--- config.mk ---
export PLATFORM = sky130hd
export DESIGN_NAME = mag_window_stats
export DESIGN_NICKNAME = d
export VERILOG_FILES = /design/src/rtl/mag_window_stats.sv
export SDC_FILE = /design/constraint.sdc
export NUM_CORES = 1
export LEC_CHECK = 0
export BUFFER_PORTS_ARGS = -buffer_cell sky130_fd_sc_hd__buf_2
export CORE_ASPECT_RATIO = 0.5
export CORE_MARGIN = 1.5
export CORE_UTILIZATION = 50
export CTS_CLUSTER_DIAMETER = 30
export DETAILED_ROUTE_END_ITERATION = 10
export GPL_TIMING_DRIVEN = 0
export PLACE_DENSITY = 0.69
export SYNTH_ARGS = -nofsm -noshare
export SYNTH_HDL_FRONTEND = slang
export SYNTH_SLANG_ARGS = --single-unit
--- constraint.sdc ---
create_clock -name clk -period 3.55 [get_ports clk]
set_clock_uncertainty 0.05 [all_clocks]
set_input_delay 0.355 -clock clk [delete_from_list [all_inputs] [get_ports clk]]
set_output_delay 0.355 -clock clk [all_outputs]
set_load 0.02 [all_outputs]
--- src/rtl/mag_window_stats.sv ---
// Windowed statistics (floor average, peak, minimum, over-threshold count) over the magnitude stream.
// Optional alarm release hysteresis is enabled by defining MAG_ALARM_HYST_EN.
module mag_window_stats #(
   parameter int          WIN_LOG2 = 3,
   parameter logic [7:0]  HYST     = 8'd4
) (
   input  logic                clk,
   input  logic                rst,
   input  logic [7:0]          mag_in,
   input  logic                mag_valid,
   input  logic [7:0]          thresh,
   output logic                stats_valid,
   input  logic                stats_ready,
   output logic [7:0]          avg_out,
   output logic [7:0]          peak_out,
   output logic [7:0]          min_out,
   output logic [WIN_LOG2:0]   over_cnt,
   output logic                overrun,
   output logic                alarm
);

   localparam int SUM_W = 8 + WIN_LOG2;
   localparam logic [WIN_LOG2-1:0] IDX_ONE = 1;

   logic [SUM_W-1:0]    sum, sum_nxt;
   logic [7:0]          run_max, run_min, max_nxt, min_nxt, avg_nxt;
   logic [WIN_LOG2:0]   run_cnt, cnt_nxt;
   logic [WIN_LOG2-1:0] idx;
   logic                last, handshake, alarm_nxt;

   // Result port: a result transfers on any edge where stats_valid and stats_ready are both 1;
   // stats_valid never drops without that transfer, and a newer window may overwrite a stalled one.
   always_comb begin
      sum_nxt   = sum + SUM_W'(mag_in);
      max_nxt   = (mag_in > run_max) ? mag_in : run_max;
      min_nxt   = (mag_in < run_min) ? mag_in : run_min;
      cnt_nxt   = run_cnt + {{WIN_LOG2{1'b0}}, (mag_in >= thresh)};
      last      = mag_valid && (idx == '1);
      avg_nxt   = sum_nxt[SUM_W-1:WIN_LOG2];
      handshake = stats_valid && stats_ready;
   end

`ifdef MAG_ALARM_HYST_EN
   logic [7:0] release_lvl;
   always_comb begin
      release_lvl = (thresh > HYST) ? (thresh - HYST) : 8'd0;
      alarm_nxt   = alarm;
      if (avg_nxt >= thresh)
         alarm_nxt = 1'b1;
      else if (avg_nxt < release_lvl)
         alarm_nxt = 1'b0;
   end
`else
   logic unused_hyst;
   assign unused_hyst = ^HYST;
   always_comb alarm_nxt = (avg_nxt >= thresh);
`endif

   always_ff @(posedge clk) begin
      if (rst) begin
         sum         <= '0;
         run_max     <= 8'h00;
         run_min     <= 8'hFF;
         run_cnt     <= '0;
         idx         <= '0;
         stats_valid <= 1'b0;
         avg_out     <= 8'h00;
         peak_out    <= 8'h00;
         min_out     <= 8'h00;
         over_cnt    <= '0;
         overrun     <= 1'b0;
         alarm       <= 1'b0;
      end else begin
         if (last) begin
            sum     <= '0;
            run_max <= 8'h00;
            run_min <= 8'hFF;
            run_cnt <= '0;
            idx     <= '0;
         end else if (mag_valid) begin
            sum     <= sum_nxt;
            run_max <= max_nxt;
            run_min <= min_nxt;
            run_cnt <= cnt_nxt;
            idx     <= idx + IDX_ONE;
         end

         if (last) begin
            avg_out     <= avg_nxt;
            peak_out    <= max_nxt;
            min_out     <= min_nxt;
            over_cnt    <= cnt_nxt;
            alarm       <= alarm_nxt;
            stats_valid <= 1'b1;
         end else if (handshake) begin
            stats_valid <= 1'b0;
         end

         // A completion on the handshake edge replaces the result cleanly, so overrun is untouched.
         if (last && stats_valid && !stats_ready)
            overrun <= 1'b1;
         else if (handshake && !last)
            overrun <= 1'b0;
      end
   end

endmodule

==> metrics, run 1 <==
total grt overflow 0; Die Y 65.3 µm; DRC 0; final setup vio count 0; largest net degree at the start of global routing 13; drt total wl 10,200 µm; synth-to-layout area growth 18.3%; Layout Utilization 61.8%; CP startpoint kind flip-flop; CP required 3770 ps; Placed Instance Area 4250 µm²; Synth top area share 33.5%; YS warnings 0; final instance area 4590 µm²; part of the Yosys area used for sequential elements 33.5%; clock buffer depth 2; setup TNS 0 ps; Post-CTS Setup Inserts 0; Net Sw Frac 27.6%; cells along the critical path ha_1 -> inv_1 -> fa_1 -> and2b_1 -> o21ai_0 -> a21boi_0 -> nor2_1 -> xnor2_1 -> ha_1 -> nand3_1 -> o31a_1 -> a31oi_1; Synth Register Bits 65; Worst-Skew Late Latency 340 ps; Arr. time, crit path 3240 ps; Cells after Synth 461; DR pass1 iterations 5; Distinct cells, synth 49; endpoints failing hold 0; cts hold-fix bufs 0; Non-Filler Instances 622; I/O pin cnt 51; Worst VDD drop 0.304 mV; status finished clean; Crit. End Element flip-flop; via count 3,579; WL per Instance 16.3 µm; share of post-route cells with drive strength above 1 15.8%; most used flip-flop cell after synthesis dfxtp_1; most frequent cells after synthesis dfxtp_1 (65), ha_1 (43), nand2_1 (40), nor2_1 (33), inv_1 (31); FMAX 0.331 GHz; CTS resizes 0; most area-hungry cell type in the Yosys netlist dfxtp_1; syn nets 525; P_int 1.61 mW; total CTS buffers 9; Die ar. 8340 µm²; initial core utilization 52.3%; TritonCTS clock tree yes; Comb pwr share 18.7%; Inserted Diodes 0; Final #Nets 585; Max stage delay on crit path 380 ps; max_slew headroom 58.8%; Post-synth EDFFs 0; H-tree Lvls 3; first-pass GRT wire length 16,700 µm; Slew @ Worst Pin 618 ps; DP HPWL 7330 µm; Die Wd 128 µm; cell chosen for the clock root clkbuf_16; synth top area cells dfxtp_1 (33%), ha_1 (14%), a211oi_1 (4.1%); critical-path maximum fanout 3; Syn Area/Cell 8.43 µm²; Clock Sinks 65; Min-Delay Path Class in2reg; top-count cell post-synth dfxtp_1; Max-cap violations 0; vias per cell 5.75; Setup CP Type reg2reg; initial antenna violation count 0; Crit path top cell by count ha_1; FFs w/ async S/R, synth 0%; Clk pwr share 45.9%; GP Congestion 0.872; vias in the first global route 3,331; power share of the sequential group 35.4%; Core Area 7430 µm²; antenna-violating nets left 0; I/O Buffers 49; Post-Syn Area 3880 µm²; Tmin final 3020 ps; GRT Overall Usage 26.4%; cell count after placement 606; Net Sw Power 0.615 mW; Iter 0 DRT Violations 306; Site Rows 22; Tcrit/Tclk final 85.1%; Critical-path top delay cell fa_1; RSZ-0062 raised after global routing false; Clock transition at path regs 50 ps; leak pwr 2.07 nW; Cell Pwr Density 485 nW/µm²; max-slew violations 0
layout make-up:
cell class	instances	area [µm²]
timing repair buffer	49	245
fill	688	2840
sequential	65	1300
buffer	26	125
multi-input combinational	339	2340
inverter	31	116
clock buffer	9	225
clock inverter	7	119
tap	96	120
sequential cells by signal (all words and copies together), names as in the netlist:
signal       flops
sum             11
avg_out          8
min_out          8
peak_out         8
run_max          8
run_min          8
over_cnt         4
run_cnt          4
idx              3
alarm            1
overrun          1
stats_valid      1
kinds of logic after synthesis:
family | after synthesis | synth area share (%)
AO/OA/AOI/OAI | 139 | 24.8
AND/OR/NAND/NOR | 137 | 16.5
flip-flops | 65 | 33.5
buffers and inverters | 57 | 6.22
adder cells (fa/ha/maj) | 44 | 14.4
multiplexers | 10 | 2.58
XOR/XNOR | 9 | 2.03
placed cells by master, fill, tap and decap left out, drive strengths merged, types with 12 or more instances in the layout:
cell | Yosys | final
nor2 | 34 | 34
buf | 14 | 63
dfxtp | 65 | 65
nand2 | 40 | 40
clkbuf | 12 | 21
nand3 | 16 | 16
a211oi | 25 | 25
inv | 31 | 31
ha | 43 | 43
nor3 | 12 | 12
o21ai | 31 | 31
a21oi | 27 | 27
final timing paths:
path / from / slack, ps / endpoint / depth (start not counted)
setup / recovery: sum[0]$_SDFFE_PP0P_ / 530 / alarm$_SDFFE_PP0P_ / 12
hold reg to reg: over_cnt[0]$_SDFFE_PP0P_ / 400 / over_cnt[0]$_SDFFE_PP0P_ / 2
setup reg to reg: sum[0]$_SDFFE_PP0P_ / 530 / alarm$_SDFFE_PP0P_ / 12
hold / removal: stats_ready / 250 / stats_valid$_SDFFE_PP0P_ / 3
worst max-delay path: cells and delay by family, from the launching register on:
| kind | cells | cell delay (ps) |
|---|---|---|
| compound gates | 4 | 970 |
| fa+ha+maj | 3 | 880 |
| simple gates | 3 | 490 |
| flops | 1 | 330 |
| xor+xnor | 1 | 160 |
| buf+inv | 1 | 70 |
metal layers:
layer,global-route usage [%],routed length [µm],vias to the layer above
met1,35.8,5150,1651
li1,-,-,1811
met2,41.6,4280,107
met5,0,0,-
met4,7.30,116,0
met3,7.00,616,10
power by group through the flow:
stage / Sequential [mW] / Combinational, mW / Clock [mW]
finish: 0.787 / 0.417 / 1.02
global route: 0.791 / 0.476 / 1.07
CTS: 0.787 / 0.415 / 1.03
detailed placement: 0.802 / 0.411 / 0
global placement: 0.800 / 0.404 / 0
floorplan: 0.795 / 0.312 / 0
stage by stage:
step	total power, mW	setup slack (ps)	hold slack, ps
floorplan	1.11	896	398
global placement	1.20	392	396
detailed placement	1.21	387	396
CTS	2.23	534	246
global route	2.34	299	261
finish	2.23	529	248
Note: power is estimated with default switching activity, not from simulation.
==> inputs of run 2 (changes only) <==
--- a/config.mk
+++ b/config.mk
@@ -7,12 +7,12 @@
 export LEC_CHECK = 0
 export BUFFER_PORTS_ARGS = -buffer_cell sky130_fd_sc_hd__buf_2
 export CORE_ASPECT_RATIO = 0.5
-export CORE_MARGIN = 1.5
-export CORE_UTILIZATION = 50
+export CORE_MARGIN = 5
+export CORE_UTILIZATION = 30
 export CTS_CLUSTER_DIAMETER = 30
 export DETAILED_ROUTE_END_ITERATION = 10
 export GPL_TIMING_DRIVEN = 0
-export PLACE_DENSITY = 0.69
+export PLACE_DENSITY = 0.45
 export SYNTH_ARGS = -nofsm -noshare
 export SYNTH_HDL_FRONTEND = slang
 export SYNTH_SLANG_ARGS = --single-unit
==> metrics, run 2 (same netlist as run 1, synthesis figures left out) <==
total grt overflow 0; Min-Delay Path Class in2reg; Critical-path top delay cell a21boi_0; cell chosen for the clock root clkbuf_16; Metal-1 WL 6270 µm; final setup vio count 0; CP bufs+invs 1; worst slack, placed 259 ps; clock buffer depth 2; CP startpoint kind flip-flop; FMAX 0.322 GHz; cell count after placement 680; drt total wl 12,000 µm; RSZ-0062 raised after global routing false; Max stage delay on crit path 450 ps; GRT Overall Usage 15.8%; leak pwr 2.07 nW; H-tree Lvls 3; Worst VDD drop 0.216 mV; setup TNS 0 ps; Non-Filler Instances 697; WL met2 5160 µm; Die Wd 171 µm; Power Total 2.26 mW; GP Congestion 0.776; first-pass GRT wire length 19,100 µm; cells along the critical path ha_1 -> inv_1 -> fa_1 -> and2b_1 -> o21ai_0 -> a21boi_0 -> nor2_1 -> xnor2_1 -> ha_1 -> nand3_1 -> o31a_1 -> a31oi_1; max reg flops 11; CTS resizes 0; total CTS buffers 9; Tmin final 3110 ps; Placed Instance Area 4340 µm²; Tcrit/Tclk final 87.6%; max_slew headroom 55.0%; Die Y 90.5 µm; I/O pin cnt 51; vias per cell 5.05; Clock Sinks 65; max-slew violations 0; WHS 242 ps; Die ar. 15,500 µm²; most flop-heavy register sum; setup ws final 442 ps; Iter 0 DRT Violations 200; DP HPWL 8770 µm; Final #Nets 585; most common cell after layout, fill and taps aside dfxtp_1; Site Rows 29; DRC 0; critical-path maximum fanout 3; via count 3,520; Max-cap violations 0; CP required 3770 ps; Arr. time, crit path 3330 ps; Crit. End Element flip-flop; initial core utilization 30.7%; vias in the first global route 3,443; DR pass1 iterations 4; Core Area 12,700 µm²; synth-to-layout area growth 20.7%; status finished clean; wire length on met3 402 µm; TritonCTS clock tree yes; Post-CTS Setup Inserts 0; Crit path top cell by count ha_1; cts hold-fix bufs 0; Clock transition at path regs 60 ps; Slew @ Worst Pin 675 ps; Layout Utilization 37.0%; final instance area 4690 µm²; Sequential Area 1300 µm²; most frequent cells in the layout dfxtp_1 (65), buf_2 (59), ha_1 (43); largest net degree at the start of global routing 13; initial antenna violation count 0; Setup CP Type reg2reg; Multi-input gate area 2340 µm²; Worst-Skew Late Latency 340 ps; endpoints failing hold 0; I/O Buffers 49; Worst path top cell family by delay compound AO/OA/AOI/OAI gates; # fillers 1,306; share of post-route cells with drive strength above 1 15.8%; antenna-violating nets left 0; WL per Instance 17.2 µm; Top Layer Used met4; Cell Pwr Density 482 nW/µm²
## run 2: cell types whose count changed in the layout (fill, tap and decap cells not counted)
cell	delta
diode_2	+1
## run 2: routing by layer
layer,GRT usage [%],vias to the layer above
li1,-,1808
met1,22.5,1648
met2,24.3,49
met3,3.63,15
met4,3.56,0
met5,0,-
## run 2: report_power, final
| group | switching [mW] | total [mW] | internal (mW) |
|---|---|---|---|
| clock network | 0.364 | 1.05 | 0.686 |
| registers | 0.0226 | 0.787 | 0.764 |
| logic | 0.262 | 0.424 | 0.162 |
| total | 0.648 | 2.26 | 1.61 |
## run 2: final timing paths
path	cells past startpoint	end	slack, ps	startpoint
max reg2reg	12	alarm$_SDFFE_PP0P_	440	sum[0]$_SDFFE_PP0P_
max	12	alarm$_SDFFE_PP0P_	440	sum[0]$_SDFFE_PP0P_
min	3	stats_valid$_SDFFE_PP0P_	240	stats_ready
min reg2reg	2	avg_out[0]$_SDFFE_PP0P_	410	avg_out[0]$_SDFFE_PP0P_
## run 2: final cells by class
cell class / count / share of cell area [%]
clock inverters: 7 / 2.53
clock buffers: 9 / 4.80
flip-flops and latches: 65 / 27.7
plain buffers: 26 / 2.67
well taps: 170 / 4.54
multi-input cells: 339 / 49.9
repair buffers: 49 / 5.23
inverters: 31 / 2.48
diodes: 1 / 0.0534
## run 2: worst register-to-register path: stages, from the launching register on
cell      delay, ps
dfxtp_1         340
ha_1            220
inv_1            70
fa_1            400
and2b_1         240
o21ai_0         140
a21boi_0        450
nor2_1          160
xnor2_1         150
ha_1            280
nand3_1         100
o31a_1          300
a31oi_1         150
==> inputs of run 3 (changes only) <==
--- a/config.mk
+++ b/config.mk
@@ -5,7 +5,7 @@
 export SDC_FILE = /design/constraint.sdc
 export NUM_CORES = 1
 export LEC_CHECK = 0
-export BUFFER_PORTS_ARGS = -buffer_cell sky130_fd_sc_hd__buf_2
+export BUFFER_PORTS_ARGS = -buffer_cell sky130_fd_sc_hd__buf_4
 export CORE_ASPECT_RATIO = 0.5
 export CORE_MARGIN = 5
 export CORE_UTILIZATION = 30
==> metrics, run 3 (same netlist as run 1, synthesis figures left out) <==
Crit path top cell by count ha_1; initial core utilization 30.7%; CP startpoint kind flip-flop; total CTS buffers 9; DR pass1 iterations 5; Min-Delay Path Class in2reg; cells along the critical path ha_1 -> inv_1 -> fa_1 -> and2b_1 -> o21ai_0 -> a21boi_0 -> nor2_1 -> xnor2_1 -> ha_1 -> nand3_1 -> o31a_1 -> a31oi_1; most common cell after layout, fill and taps aside dfxtp_1; antenna-violating nets left 0; Worst path top cell family by delay compound AO/OA/AOI/OAI gates; Post-CTS Setup Inserts 0; Max-cap violations 0; CP bufs+invs 1; leak pwr 2.05 nW; vias per cell 5.11; CP required 3770 ps; Placed Instance Area 4470 µm²; Clock Sinks 65; DRC 0; final setup vio count 0; Site Rows 29; max_slew headroom 54.9%; Crit. End Element flip-flop; via count 3,548; Arr. time, crit path 3370 ps; Setup CP Type reg2reg; Max stage delay on crit path 490 ps; GP Congestion 0.799; total grt overflow 0; endpoints failing hold 0; Final #Nets 585; Iter 0 DRT Violations 158; setup TNS 0 ps; Tcrit/Tclk final 88.9%; final instance area 4730 µm²; Critical-path top delay cell a21boi_0; Die ar. 15,500 µm²; DP HPWL 8890 µm; RSZ-0062 raised after global routing false; Core Area 12,700 µm²; Worst VDD drop 0.177 mV; most flop-heavy register sum; cts hold-fix bufs 0; H-tree Lvls 3; share of post-route cells with drive strength above 1 15.2%; Cell Pwr Density 429 nW/µm²; cell chosen for the clock root clkbuf_16; I/O Buffers 49; Tmin final 3160 ps; largest net degree at the start of global routing 11; critical-path maximum fanout 3; first-pass GRT wire length 19,100 µm; most frequent cells in the layout dfxtp_1 (65), buf_4 (49), ha_1 (43); drt total wl 12,000 µm; Worst-Skew Late Latency 330 ps; WL per Instance 17.2 µm; GRT Overall Usage 15.8%; vias in the first global route 3,514; Slew @ Worst Pin 669 ps; TritonCTS clock tree yes; clock buffer depth 2; CTS resizes 0; max-slew violations 0; Die Y 90.5 µm; initial antenna violation count 0; max reg flops 11; Clock transition at path regs 60 ps; status finished clean; Die Wd 171 µm; FMAX 0.317 GHz; I/O pin cnt 51; synth-to-layout area growth 21.7%; Inserted Diodes 0
## run 3: final timing paths
| kind | startpoint | slack [ps] | endpoint | cells after the start |
|---|---|---|---|---|
| max | sum[0]$_SDFFE_PP0P_ | 390 | alarm$_SDFFE_PP0P_ | 12 |
| min | stats_ready | 240 | stats_valid$_SDFFE_PP0P_ | 3 |
| min reg2reg | avg_out[1]$_SDFFE_PP0P_ | 410 | avg_out[1]$_SDFFE_PP0P_ | 2 |
| max reg2reg | sum[0]$_SDFFE_PP0P_ | 390 | alarm$_SDFFE_PP0P_ | 12 |
## run 3: through the flow
step / util (%) / setup WS, ps / hold slack [ps] / power, mW / cells
final: 37.3 / 394 / 238 / 2.03 / 695
after global routing: 37.3 / 155 / 247 / 2.14 / 695
after CTS: 37.3 / 411 / 234 / 2.05 / 695
after detailed placement: 35.3 / 280 / 403 / 1.23 / 680
after global placement: 35.3 / 281 / 400 / 1.23 / 680
after floorplan: - / 896 / 398 / 1.11 / 461
## run 3: layout make-up
cell class | instances | area (µm²)
clock buffer | 12 | 246
timing repair buffer | 49 | 368
inverter | 31 | 116
sequential | 65 | 1300
multi-input combinational | 339 | 2340
clock inverter | 3 | 17.5
buffer | 26 | 125
fill | 1353 | 7930
tap | 170 | 213
## run 3: report_power, final
| part | leakage, nW | switching [mW] | internal (mW) | total (mW) |
|---|---|---|---|---|
| registers | 0.529 | 0.0224 | 0.765 | 0.787 |
| clock network | 0.128 | 0.326 | 0.485 | 0.812 |
| logic | 1.40 | 0.261 | 0.168 | 0.428 |
| total | 2.05 | 0.609 | 1.42 | 2.03 |
## run 3: tightest hold or removal path, stage by stage
cell	delay (ps)
buf_4	80
nand2b_1	90
a21oi_1	50
## run 3: per-layer routing
metal / track usage [%] / share of wire (%)
met5: 0 / 0
met4: 3.36 / 0.89
met3: 3.85 / 4.9
met2: 24.4 / 44
met1: 22.3 / 50
